File: config.mk
export PLATFORM = sky130hd
export DESIGN_NAME = alarm_sequencer
export DESIGN_NICKNAME = d
export VERILOG_FILES = /design/src/rtl/alarm_sequencer.sv
export SDC_FILE = /design/constraint.sdc
export NUM_CORES = 1
export LEC_CHECK = 0
export ABC_AREA = 1
export ABC_CLOCK_PERIOD_IN_PS = 1900
export CAP_MARGIN = 20
export CORE_UTILIZATION = 39
export DETAILED_ROUTE_END_ITERATION = 6
export SYNTH_ARGS = -nofsm -noshare
export SYNTH_HDL_FRONTEND = slang
export SYNTH_SLANG_ARGS = --single-unit
File: constraint.sdc
create_clock -name clk -period 1.9 [get_ports clk]
set_input_delay 0.19 -clock clk [delete_from_list [all_inputs] [get_ports clk]]
set_output_delay 0.19 -clock clk [all_outputs]
set_load 0.1 [all_outputs]
File: src/rtl/alarm_sequencer.sv
// Egg-timer alarm: beep bursts after the countdown ends, stopped by ack/disable/limit.
// Define ALARM_FLASH_EN to blank the display in step with the buzzer.
module alarm_sequencer #(
    parameter int BEEP_TICKS      = 10,
    parameter int GAP_TICKS       = 10,
    parameter int BEEPS_PER_BURST = 3,
    parameter int BURST_GAP_TICKS = 50,
    parameter int MAX_BURSTS      = 30,
    parameter int CTR_WIDTH       = 8
) (
    input  logic                 clk,
    input  logic                 reset,
    input  logic                 tick,
    input  logic                 timer_done,
    input  logic                 timer_en,
    input  logic                 ack,
    output logic                 buzzer,
    output logic                 display_blank,
    output logic                 alarm_active,
    output logic                 expired,
    output logic [CTR_WIDTH-1:0] burst_count
);

    localparam logic [2:0] IDLE      = 3'd0;
    localparam logic [2:0] BEEP_ON   = 3'd1;
    localparam logic [2:0] BEEP_OFF  = 3'd2;
    localparam logic [2:0] BURST_GAP = 3'd3;
    localparam logic [2:0] HOLDOFF   = 3'd4;

    localparam logic [CTR_WIDTH-1:0] ON_LIM  = CTR_WIDTH'(BEEP_TICKS - 1);
    localparam logic [CTR_WIDTH-1:0] OFF_LIM = CTR_WIDTH'(GAP_TICKS - 1);
    localparam logic [CTR_WIDTH-1:0] BG_LIM  = CTR_WIDTH'(BURST_GAP_TICKS - 1);
    localparam logic [CTR_WIDTH-1:0] LAST_BEEP = CTR_WIDTH'(BEEPS_PER_BURST - 1);
    localparam logic [CTR_WIDTH-1:0] MAX_B   = CTR_WIDTH'(MAX_BURSTS);

    logic [2:0]           state;
    logic [2:0]           nxt;
    logic [CTR_WIDTH-1:0] phase;
    logic [CTR_WIDTH-1:0] beep_ctr;
    logic [CTR_WIDTH-1:0] limit;
    logic                 done_q;
    logic                 phase_end;
    logic                 start;
    logic                 burst_end;
    logic                 next_beep;
    logic                 next_burst;
    logic                 expire;
    logic                 live;

    always_comb begin
        limit = '0;
        case (state)
            BEEP_ON:   limit = ON_LIM;
            BEEP_OFF:  limit = OFF_LIM;
            BURST_GAP: limit = BG_LIM;
            default:   limit = '0;
        endcase
    end

    // Tick-driven moves only apply when neither disable nor ack is asserted
    assign live       = timer_en && !ack;
    assign phase_end  = live && tick && (phase == limit);
    assign start      = (state == IDLE) && timer_done && !done_q && live;
    assign burst_end  = (state == BEEP_ON) && phase_end && (beep_ctr >= LAST_BEEP);
    assign next_beep  = (state == BEEP_OFF) && phase_end;
    assign next_burst = (state == BURST_GAP) && phase_end && (burst_count != MAX_B);
    assign expire     = (state == BURST_GAP) && phase_end && (burst_count == MAX_B);

    always_comb begin
        nxt = state;
        case (state)
            IDLE: begin
                if (start) nxt = BEEP_ON;
            end
            BEEP_ON: begin
                if (!timer_en)      nxt = IDLE;
                else if (ack)       nxt = HOLDOFF;
                else if (burst_end) nxt = BURST_GAP;
                else if (phase_end) nxt = BEEP_OFF;
            end
            BEEP_OFF: begin
                if (!timer_en)      nxt = IDLE;
                else if (ack)       nxt = HOLDOFF;
                else if (next_beep) nxt = BEEP_ON;
            end
            BURST_GAP: begin
                if (!timer_en)       nxt = IDLE;
                else if (ack)        nxt = HOLDOFF;
                else if (expire)     nxt = HOLDOFF;
                else if (next_burst) nxt = BEEP_ON;
            end
            HOLDOFF: begin
                if (!timer_en || !timer_done) nxt = IDLE;
            end
            default: nxt = IDLE;
        endcase
    end

    always_ff @(posedge clk or negedge reset) begin
        if (!reset) begin
            state        <= IDLE;
            done_q       <= 1'b0;
            phase        <= '0;
            beep_ctr     <= '0;
            burst_count  <= '0;
            expired      <= 1'b0;
            buzzer       <= 1'b0;
            alarm_active <= 1'b0;
        end else begin
            state  <= nxt;
            done_q <= timer_done;

            if (nxt != state || state == IDLE || state == HOLDOFF)
                phase <= '0;
            else if (tick)
                phase <= phase + 1'b1;

            if (start || next_burst)
                beep_ctr <= '0;
            else if (next_beep)
                beep_ctr <= beep_ctr + 1'b1;

            if (start)
                burst_count <= '0;
            else if (burst_end && burst_count != MAX_B)
                burst_count <= burst_count + 1'b1;

            if (start || !timer_en)
                expired <= 1'b0;
            else if (expire)
                expired <= 1'b1;

            buzzer       <= (nxt == BEEP_ON);
            alarm_active <= (nxt == BEEP_ON) || (nxt == BEEP_OFF) ||
                            (nxt == BURST_GAP);
        end
    end

`ifdef ALARM_FLASH_EN
    always_ff @(posedge clk or negedge reset) begin
        if (!reset)
            display_blank <= 1'b0;
        else
            display_blank <= (nxt == BEEP_ON);
    end
`else
    assign display_blank = 1'b0;
`endif

endmodule

==> results_dict.tcl, run 1 <==
set metrics [dict create \
    hpwlAfterDp_mm 3.17 \
    cts.reportedPaths.clkPinSlew_ps 70 \
    switching_share 0.349 \
    ir_worst_vdd_uv 420 \
    area_growth_pct 35.4 \
    hold_slack_ps 292 \
    clock_sink_count 31 \
    clkPwrFrac 0.294 \
    grt_max_degree 18 \
    num_antenna_cells 0 \
    yosys.area.top_type_share 0.410 \
    cts_tree "done" \
    die_h_um 71.7 \
    h-tree-depth 2 \
    critPathArrivalTime_ps 2110 \
    finalSetupTns_ps 0 \
    fill_cells 410 \
    cp.required_ps 2110 \
    clk_latency_ps 280 \
    hold_viol 0 \
    wl_per_cell_um 11.5 \
    synth_cell_type_count 34 \
    maxSlewHeadroom 0.598 \
    via_count 1706 \
    grt.overflow.total 0 \
    cp-end-kind "register" \
    ys.flop_type "dfrtp_1" \
    cts_hold_buf 0 \
    leakagePower_nw 1.22 \
    rr_worst_depth 12 \
    cp_max_fo 8 \
    yosys_warnings 0 \
    finalCritPeriodShare 1.00 \
    synth_top_area_cell "dfrtp_1" \
    critPathLaunchType "register" \
    grt_pass1_wl_mm 7.01 \
    utilization 0.569 \
    power_frac_seq 0.444 \
    drt-initial-drc-count 80 \
    synth_common_cells "nand2_1 (56), inv_1 (37), dfrtp_1 (31)" \
    cts.path.max_buffers 2 \
    dr.pass1.iters 4 \
    ant_nets 0 \
    synth_edf_count 0 \
    synth_nets 261 \
    grt_usage 0.175 \
    hold_class "input port to asynchronous set/reset pin" \
    worst_pin_slew_ps 600 \
    gp_congestion 0.918 \
    power_mw 1.65 \
    timing.fmax_mhz 527 \
    drive_gt1_frac 0.366 \
    drc 0 \
    cts_buffers 5 \
    wl_mm 4.16 \
    synth-seq-area-share 0.410 \
    syn-cell-area_sq_um 1890 \
    coreArea_sq_um 4500 \
    io_pins 18 \
    synthCells 250 \
    outcome "completed" \
    p_switching_mw 0.577 \
    drt-vias-per-instance 4.73 \
    maxCapViolations 0 \
    slew_viol_final 0 \
    setup_violations 0 \
    nets 319 \
    critical_path_class "register to register" \
    grt_setup_unrepaired "yes" \
    synth-seq-cells 31 \
    power_density_nw_per_um2 644 \
    clockRootBuffer "clkbuf_8" \
    internal-power_mw 1.07 \
    combPwrFrac 0.262 \
    grt_antenna_before_repair 0 \
    dieArea_sq_um 5140 \
    min_period_ps 1900 \
    dieWidth_um 71.7 \
    pre_cts_ws_ps -325 \
    async_flop_share 1.00 \
    fin_skew_ps 8.39 \
    grt_pass1_vias 1644 \
    syn_avg_cell_area_sq_um 7.57 \
    port_buffers 16 \
    ys_top_cells_by_area "dfrtp_1 (41%), nand2_1 (11%), inv_1 (7.3%)" \
    start_util 0.420 \
    timing.final.ws_setup_ps 0.742 \
    rows 24 \
    synth_most_common_cell "nand2_1" \
]
## area by class of cell
| class | count | area [sq um] | area share |
|---|---|---|---|
| Multi-Input combinational cell | 175 | 1030 | 0.403 |
| Sequential cell | 31 | 796 | 0.310 |
| Timing Repair Buffer | 52 | 422 | 0.164 |
| Inverter | 43 | 166 | 0.0649 |
| Clock buffer | 7 | 76.3 | 0.0298 |
| Tap cell | 52 | 65.1 | 0.0254 |
| Clock inverter | 1 | 5.00 | 0.00195 |
## repair_timing
item	CTS	global route
setup endpoints to repair	12	23
gates resized for setup	1	30
pin swaps	0	14
setup buffers	0	7
## flip-flops by register name, summed over array words and instances (netlist names)
register / flops
expired: 1
phase: 8
buzzer: 1
done_q: 1
burst_count: 8
alarm_active: 1
state: 3
beep_ctr: 8
## stage by stage
| stage | instance area [sq um] | instances |
|---|---|---|
| after floorplan | 1920 | 250 |
| after global placement | 2340 | 346 |
| after detailed placement | 2340 | 346 |
| after CTS | 2420 | 354 |
| after global routing | 2560 | 361 |
| final | 2560 | 361 |
## worst max-delay path: stages, from the launching register on
cell and delay, ps:
dfrtp_1 440, inv_4 90, nand3_1 110, nand2_1 70
nand2_2 100, nand2_4 70, nor3_4 260, nand2_1 130
nand3_1 100, nand3b_1 120, nor2_4 140, nand2_4 100
nor2_2 100
## routing by layer
metal,global-route usage,routed length [um],up-vias
li1,-,-,909
met1,0.222,1960,763
met2,0.290,2000,28
met3,0.0436,141,6
met4,0.0588,53,0
met5,0,0,-
## path summary, 6_finish.rpt
| kind | start | endpoint | slack (ps) |
|---|---|---|---|
| setup / recovery | state[2]$_DFF_PN0_ | phase[7]$_DFFE_PN0P_ | 0.7 |
| max in group asynchronous | reset | state[1]$_DFF_PN0_ | 1080 |
| hold reg to reg | beep_ctr[1]$_DFFE_PN0P_ | beep_ctr[1]$_DFFE_PN0P_ | 550 |
| hold / removal | reset | burst_count[2]$_DFFE_PN0P_ | 290 |
| setup reg to reg | state[2]$_DFF_PN0_ | phase[7]$_DFFE_PN0P_ | 0.7 |
| min in group clk | timer_en | expired$_DFFE_PN0P_ | 330 |
## power by group through the flow
stage          Clock (mW)  Combinational (mW)  Sequential (mW)
2_1_floorplan           0               0.118            0.923
3_3_place_gp            0               0.420            0.744
3_5_place_dp            0               0.420            0.744
4_1_cts             0.505               0.422            0.731
5_1_grt             0.537               0.464            0.737
6_report            0.485               0.433            0.733
## cell usage in the layout, fill, tap and decap left out, types with 2 or more instances in the layout
| cell | Yosys | final |
|---|---|---|
| clkdlybuf4s50_1 | 0 | 4 |
| xor2_1 | 7 | 7 |
| nand4_1 | 4 | 4 |
| nor2_2 | 10 | 14 |
| nand2_2 | 4 | 10 |
| a31oi_1 | 2 | 2 |
| clkbuf_1 | 0 | 2 |
| nand3_1 | 13 | 13 |
| nand3_4 | 0 | 2 |
| nor3_1 | 8 | 6 |
| clkbuf_8 | 0 | 5 |
| o21ai_1 | 3 | 4 |
| a21oi_1 | 8 | 7 |
| nor3_2 | 1 | 3 |
| o21ai_0 | 10 | 8 |
| nand2_4 | 2 | 2 |
| inv_1 | 37 | 34 |
| a21oi_2 | 1 | 2 |
| nor2_1 | 23 | 16 |
| inv_2 | 6 | 7 |
| ha_1 | 5 | 5 |
| nor4_1 | 2 | 2 |
| nand3b_1 | 2 | 2 |
| inv_4 | 0 | 2 |
| dfrtp_4 | 0 | 3 |
| dfrtp_1 | 31 | 21 |
| nand2_1 | 56 | 50 |
| nor2_4 | 1 | 4 |
| dfrtp_2 | 0 | 7 |
| buf_4 | 1 | 45 |
## cell families (layout without fill, tap and decap cells)
group / after synthesis / after routing / share of synthesized area
other: 1 / 1 / 0.00198
AO/OA/AOI/OAI: 28 / 28 / 0.0826
XOR/XNOR: 8 / 8 / 0.0370
buffers and inverters: 44 / 103 / 0.0892
AND/OR/NAND/NOR: 132 / 132 / 0.341
flip-flops: 31 / 31 / 0.410
adder cells (fa/ha/maj): 5 / 5 / 0.0330
multiplexers: 1 / 1 / 0.00529
Power figures use the tool's default switching activity.
==> inputs of run 2 (changes only) <==
--- a/config.mk
+++ b/config.mk
@@ -13,3 +13,4 @@
 export SYNTH_ARGS = -nofsm -noshare
 export SYNTH_HDL_FRONTEND = slang
 export SYNTH_SLANG_ARGS = --single-unit
+export TNS_END_PERCENT = 100
==> results of run 2 <==
Same layout as run 1: the final DEF is identical, and so are final timing and power.
